**config.mk**
```make
export PLATFORM = sky130hd
export DESIGN_NAME = wb_queue
export DESIGN_NICKNAME = d
export VERILOG_FILES = /design/src/rtl/cpu_pkg.sv /design/src/rtl/wb_bypass_cam.sv /design/src/rtl/wb_queue.sv
export SDC_FILE = /design/constraint.sdc
export NUM_CORES = 1
export LEC_CHECK = 0
export ABC_AREA = 1
export CAP_MARGIN = 30
export CORE_MARGIN = 1
export CORE_UTILIZATION = 43
export DETAILED_ROUTE_END_ITERATION = 8
export GPL_TIMING_DRIVEN = 0
export PLACE_DENSITY = 0.78
export SYNTH_ARGS = -nofsm -noshare
export SYNTH_HDL_FRONTEND = slang
export SYNTH_SLANG_ARGS = --single-unit
```
**constraint.sdc**
```tcl
create_clock -name clk -period 4.1 [get_ports clk]
set_input_delay 0.615 -clock clk [delete_from_list [all_inputs] [get_ports clk]]
set_output_delay 0.615 -clock clk [all_outputs]
set_load 0.1 [all_outputs]
```
**src/rtl/cpu_pkg.sv**
```systemverilog
// cpu_pkg: shared widths and the writeback queue entry type
//   XLEN       - datapath width
//   REG_ADDR_W - register address width
//   WB_DEPTH   - default writeback queue depth
//   wb_entry_t - one queued result {rd, data}
package cpu_pkg;
    localparam int XLEN       = 32;
    localparam int REG_ADDR_W = 5;
    localparam int WB_DEPTH   = 4;
    typedef struct packed {
        logic [REG_ADDR_W-1:0] rd;
        logic [XLEN-1:0]       data;
    } wb_entry_t;
endpackage

```
**src/rtl/wb_bypass_cam.sv**
```systemverilog
// wb_bypass_cam: one bypass lookup over the queued entries, youngest match wins
//   i_ent  - queued entries in age order (index 0 oldest)
//   i_vld  - per-entry occupied flag, same order
//   i_rs   - lookup register address (0 never hits)
//   o_hit  - some occupied entry matches i_rs
//   o_data - data of the youngest matching entry, 0 on miss
module wb_bypass_cam import cpu_pkg::*; #(
    parameter int N = WB_DEPTH
) (
    input  wb_entry_t [N-1:0]        i_ent,
    input  logic [N-1:0]             i_vld,
    input  logic [REG_ADDR_W-1:0]    i_rs,
    output logic                     o_hit,
    output logic [XLEN-1:0]          o_data
);
    // Scan oldest to youngest so a later (younger) match overrides an earlier one.
    always_comb begin
        o_hit  = 1'b0;
        o_data = '0;
        for (int i = 0; i < N; i++) begin
            if (i_vld[i] && i_rs != '0 && i_ent[i].rd == i_rs) begin
                o_hit  = 1'b1;
                o_data = i_ent[i].data;
            end
        end
    end
endmodule

```
**src/rtl/wb_queue.sv**
```systemverilog
// wb_queue: dual-issue writeback queue draining up to two results per cycle
//   clk, rst                 - clock, synchronous active-high reset
//   in_valid0/rd0/data0      - older incoming result
//   in_valid1/rd1/data1      - younger incoming result (ignored unless slot0 valid)
//   in_ready                 - at least two free entries
//   wb_stall                 - hold draining
//   rd1/wb_data1/wb_we1      - register file write port 1 (oldest entry)
//   rd2/wb_data2/wb_we2      - register file write port 2 (second oldest entry)
//   count/empty/full         - occupancy
//   byp_rs0..3, byp_hit, byp_data0..3 - bypass lookups, active with WB_BYPASS_EN
module wb_queue #(
    parameter int XLEN  = 32,
    parameter int DEPTH = 4
) (
    input  logic            clk,
    input  logic            rst,
    input  logic            in_valid0,
    input  logic [4:0]      in_rd0,
    input  logic [XLEN-1:0] in_data0,
    input  logic            in_valid1,
    input  logic [4:0]      in_rd1,
    input  logic [XLEN-1:0] in_data1,
    output logic            in_ready,
    input  logic            wb_stall,
    output logic [4:0]      rd1,
    output logic [XLEN-1:0] wb_data1,
    output logic            wb_we1,
    output logic [4:0]      rd2,
    output logic [XLEN-1:0] wb_data2,
    output logic            wb_we2,
    output logic [2:0]      count,
    output logic            empty,
    output logic            full,
    input  logic [4:0]      byp_rs0,
    input  logic [4:0]      byp_rs1,
    input  logic [4:0]      byp_rs2,
    input  logic [4:0]      byp_rs3,
    output logic [3:0]      byp_hit,
    output logic [XLEN-1:0] byp_data0,
    output logic [XLEN-1:0] byp_data1,
    output logic [XLEN-1:0] byp_data2,
    output logic [XLEN-1:0] byp_data3
);
    import cpu_pkg::*;
    localparam int AW = $clog2(DEPTH);
    localparam int CW = AW + 1;
    wb_entry_t       r_mem [DEPTH];
    logic [AW-1:0]   r_head;
    logic [AW-1:0]   r_tail;
    logic [CW-1:0]   r_count;
    logic [AW-1:0]   w_h1;
    logic [AW-1:0]   w_t1;
    wb_entry_t       w_e1;
    wb_entry_t       w_e2;
    logic            w_c1;
    logic            w_c2;
    logic            w_enq0;
    logic            w_enq1;
    logic [CW-1:0]   w_nenq;
    logic [CW-1:0]   w_deq;
    assign w_h1     = r_head + AW'(1);
    assign w_t1     = r_tail + AW'(1);
    assign w_e1     = r_mem[r_head];
    assign w_e2     = r_mem[w_h1];
    assign w_c1     = r_count >= CW'(1);
    assign w_c2     = r_count >= CW'(2);
    // Readiness looks only at current occupancy, not this cycle's drain.
    assign in_ready = r_count <= CW'(DEPTH - 2);
    assign w_enq0   = in_ready && in_valid0;
    assign w_enq1   = w_enq0 && in_valid1;
    assign w_nenq   = w_enq1 ? CW'(2) : CW'(w_enq0);
    assign w_deq    = wb_stall ? '0 : (w_c2 ? CW'(2) : r_count);
    assign rd1      = w_e1.rd;
    assign wb_data1 = w_e1.data;
    assign rd2      = w_e2.rd;
    assign wb_data2 = w_e2.data;
    // Port 1 yields to port 2 on a same-register pair so the younger value lands.
    assign wb_we1   = !rst && !wb_stall && w_c1 && w_e1.rd != '0 && !(w_c2 && w_e1.rd == w_e2.rd);
    assign wb_we2   = !rst && !wb_stall && w_c2 && w_e2.rd != '0;
    assign count    = 3'(r_count);
    assign empty    = r_count == '0;
    assign full     = r_count == CW'(DEPTH);
    always_ff @(posedge clk) begin
        if (rst) begin
            r_head  <= '0;
            r_tail  <= '0;
            r_count <= '0;
        end else begin
            r_tail  <= r_tail + AW'(w_nenq);
            r_head  <= r_head + AW'(w_deq);
            r_count <= r_count + w_nenq - w_deq;
        end
    end
    // Storage is never cleared; occupancy alone decides what is live.
    always_ff @(posedge clk) begin
        if (w_enq0) r_mem[r_tail] <= '{rd: in_rd0, data: in_data0};
        if (w_enq1) r_mem[w_t1]   <= '{rd: in_rd1, data: in_data1};
    end
`ifdef WB_BYPASS_EN
    wb_entry_t [DEPTH-1:0] w_age;
    logic [DEPTH-1:0]      w_vld;
    logic [4:0]            w_rs [4];
    logic [XLEN-1:0]       w_bd [4];
    logic [3:0]            w_hit;
    assign w_rs = '{byp_rs0, byp_rs1, byp_rs2, byp_rs3};
    // Rotate storage into age order so the CAM can apply youngest-wins priority.
    for (genvar i = 0; i < DEPTH; i++) begin : g_age
        assign w_age[i] = r_mem[r_head + AW'(i)];
        assign w_vld[i] = CW'(i) < r_count;
    end
    for (genvar k = 0; k < 4; k++) begin : g_cam
        wb_bypass_cam #(.N(DEPTH)) u_cam (
            .i_ent  (w_age),
            .i_vld  (w_vld),
            .i_rs   (w_rs[k]),
            .o_hit  (w_hit[k]),
            .o_data (w_bd[k])
        );
    end
    assign byp_hit   = rst ? 4'b0 : w_hit;
    assign byp_data0 = w_bd[0];
    assign byp_data1 = w_bd[1];
    assign byp_data2 = w_bd[2];
    assign byp_data3 = w_bd[3];
`else
    logic w_unused;
    assign w_unused  = ^{byp_rs0, byp_rs1, byp_rs2, byp_rs3};
    assign byp_hit   = '0;
    assign byp_data0 = '0;
    assign byp_data1 = '0;
    assign byp_data2 = '0;
    assign byp_data3 = '0;
`endif
endmodule

```
==> results by group, run 1 <==
CTS
  • Clock Sink Count: 155
  • Htree depth: 4
  • Skew-Pair Late Insertion Delay: 430 ps
  • Post-CTS setup repair buffer count: 0
  • Number of CTS-inserted buffers: 17
  • Root buffer cell: clkbuf_16
  • Hold-fix buffer count after cts: 0
  • Clock tree from TritonCTS: done
  • Clk slew on worst S/H paths: 60 ps
  • Clock Tree Buf Depth: 2
  • Number of gates given a new drive strength after cts: 24

STA
  • Worst slew slack as a fraction of its limit: 0.3369
  • Post-Route Hold Slack: 672.3 ps
  • Number of endpoints failing setup at the final stage: 0
  • Post-route clock period utilization: 0.9845
  • Setup Total Neg Slack: 0 ps
  • Tightest Pin Transition: 993.1 ps
  • Timing-limited maximum frequency: 0.2477 GHz
  • Final Max Slew Viols: 0
  • Fin. Hold Viols: 0
  • Post-layout min period: 4037 ps
  • RSZ-0062 raised after global routing: false
  • Fin Clk Skew: 6.374 ps

Die
  • Area of the placeable core: 22780 um^2
  • Die extent in x: 154.9 um
  • Starting utilization of the core area: 0.4411
  • Area enclosed by the die boundary: 23980 um^2
  • Chip height: 154.9 um
  • Standard-cell rows: 55
  • I/O pins: 313

Power and ir drop
  • Pwr Density: 744.9 nW/um^2
  • Leak: 5.886 nW
  • Largest voltage drop on the vdd net: 0.6362 mV

Critical path
  • Worst reg-to-reg setup slack: 1840 ps
  • Number of cells on the worst reg-to-reg path: 12
  • Required time of the critical path: 3480 ps
  • Critical Path Start: r_head[0]
  • Crit path arrival time: 3420 ps
  • Startpoint type of the worst setup path: flip-flop
  • Startpoint of the worst register-to-register path: count[1]
  • Peak fanout along the critical path: 10
  • Capture point of the worst reg-to-reg path: count[2]
  • Worst Setup End Kind: output pin
  • CP endpoint: wb_data1[30]
  • Worst Setup Path Type: flip-flop to output pin

Synth
  • Yosys warnings: 0
  • Post-Synthesis Cells: 1232
  • Number of synthesized register bits: 155
  • Synth area leaders: edfxtp_1 (44%), buf_4 (11%), nand2_1 (8.5%)
  • Average instance area after synthesis: 8.156 um^2
  • Portion of the post-synthesis area used by sequential elements: 0.4562
  • Cell Area, Synth: 10050 um^2
  • Count of different cell masters after synthesis: 29
  • Post-synthesis cell type with the largest combined area: edfxtp_1
  • Share of Yosys cell area claimed by the top area cell type: 0.4423

Global route
  • Global-route track usage on met1: 0.3192
  • Via count of the first global-routing pass: 9046
  • Maximum number of pins on one net before global-route repair: 24
  • Number of antenna violations at the first check in global routing: 1
  • Met3 usage: 0.04568
  • GRT Overall Usage: 0.2583
  • First-pass GRT wire length: 47.02 mm
  • Most used routing layer in global routing: met2
  • Total global routing overflow: 0
  • Global routing usage on met2: 0.4266

Routing
  • Total iterations of the first detailed-routing run: 6
  • Post-route ant nets: 0
  • Average wire per cell in the routed design: 17.18 um
  • DRC marker count from the first detailed-route iteration: 1177
  • Vias per cell: 5.232
  • Final wirelength: 32.13 mm
  • Routed vias: 9784
  • Remaining design rule violation count: 0

Placement
  • Instance area after placement: 12670 um^2
  • Detailed-placement wirelength estimate: 22.33 mm
  • Number of I/O port buffers: 160
  • Final Wtd Congestion: 0.8654
  • Count of placed standard cells including taps: 1840

Run status
  • Run status: complete, no violations

Min path
  • Path category of the worst min-delay check: flip-flop to flip-flop
  • Hold Path Stages: 2

Cells and area
  • Area Growth Syn to Fin: 31.95%
  • Most common cell after layout, fill and taps aside: nand2_1
  • Nets@finish: 1649
  • Leading cell types in the layout, fill and taps excluded: nand2_1 (227), o21ai_0 (153), edfxtp_1 (148), buf_4 (145), conb_1 (132)
  • Finished Core Util: 0.5821
  • Number of fillers in the final layout: 1963
  • Final Instance Count excl. Fillers: 1870
  • Post-route cell area: 13260 um^2
  • Layout cells sized above 1: 0.1594

Run
  • Maximum Capacitance Violations: 0
per-layer routing:
layer / wire [um] / vias up
li1: - / 4520
met4: 1184 / 0
met2: 15680 / 775
met5: 0 / -
met3: 3815 / 97
met1: 11460 / 4392
synth_stat cells (all sizes together):
library cell and number:
and2 1, clkbuf 23, buf 189, fa 1
edfxtp 148, ha 3, a21oi 102, nand2 237
dfxtp 7, xor2 2, nand4 1, xnor2 1
o21ai 286, nand3 53, nor2 77, a21boi 1
conb 1, inv 95, nor3 4
metrics by stage:
stage / setup WS [ps] / power [W]
floorplan: -243.6 / 0.006989
global placement: -849.1 / 0.008392
detailed placement: 367.3 / 0.008465
CTS: 4.820 / 0.009834
global route: 2.517 / 0.01016
finish: 63.37 / 0.009877
worst max-delay path, cell delays in order, from the launching register on:
cell             delay [ps]
dfxtp_1                 300
buf_2                   150
inv_2                   210
buf_4                   240
buf_2                   270
buf_2                   310
o21ai_0                 100
o21ai_0                 220
clkdlybuf4s50_1        1180
registers in the layout (all words and copies together) (netlist names):
| signal | cells |
|---|---|
| r_mem | 148 |
| r_head | 2 |
| count | 3 |
| r_tail | 2 |
power breakdown:
part | internal, W | switching, W
registers | 0.00202 | 0.000109
logic | 0.00122 | 0.00504
clock network | 0.000876 | 0.000612
cells by family after synthesis:
| family | count (synthesis) | synth area share |
|---|---|---|
| other cells | 1 | 0.0003732 |
| simple gates | 373 | 0.1524 |
| buf+inv | 307 | 0.1845 |
| xor+xnor | 3 | 0.002615 |
| flops | 155 | 0.4562 |
| fa+ha+maj | 4 | 0.005728 |
| compound gates | 389 | 0.1981 |
area by class of cell:
class                   instances  area, um^2  share of cell area
plain buffers                 212        1498              0.1130
inverters                      95       356.6             0.02689
multi-input cells             901        4146              0.3127
clock inverters                10       102.6            0.007738
diodes                          1       2.502           0.0001887
flip-flops and latches        155        4584              0.3458
well taps                     313       391.6             0.02954
repair buffers                164        1744              0.1315
clock buffers                  19       432.9             0.03265
worst min-delay path by stage:
| stage | from | end |
|---|---|---|
| 2_1_floorplan | r_tail[1] | r_tail[1] |
| 3_3_place_gp | count[2] | count[2] |
| 3_5_place_dp | count[1] | count[2] |
| 4_1_cts | count[1] | count[2] |
| 5_1_grt | count[2] | count[2] |
| 6_report | count[1] | count[2] |
No activity file was read; power rests on OpenSTA's default activity.
==> run 2, diff against run 1 <==
--- a/config.mk
+++ b/config.mk
@@ -7,7 +7,6 @@
 export LEC_CHECK = 0
 export ABC_AREA = 1
 export CAP_MARGIN = 30
-export CORE_MARGIN = 1
 export CORE_UTILIZATION = 43
 export DETAILED_ROUTE_END_ITERATION = 8
 export GPL_TIMING_DRIVEN = 0
==> results of run 2 <==
The final DEF is identical to that of run 1; final timing and power are the same.
==> run 3, diff against run 2 <==
--- a/config.mk
+++ b/config.mk
@@ -10,6 +10,7 @@
 export CORE_UTILIZATION = 43
 export DETAILED_ROUTE_END_ITERATION = 8
 export GPL_TIMING_DRIVEN = 0
+export HOLD_SLACK_MARGIN = 0.1
 export PLACE_DENSITY = 0.78
 export SYNTH_ARGS = -nofsm -noshare
 export SYNTH_HDL_FRONTEND = slang
==> results of run 3 <==
The final DEF is identical to that of run 1; final timing and power are the same.
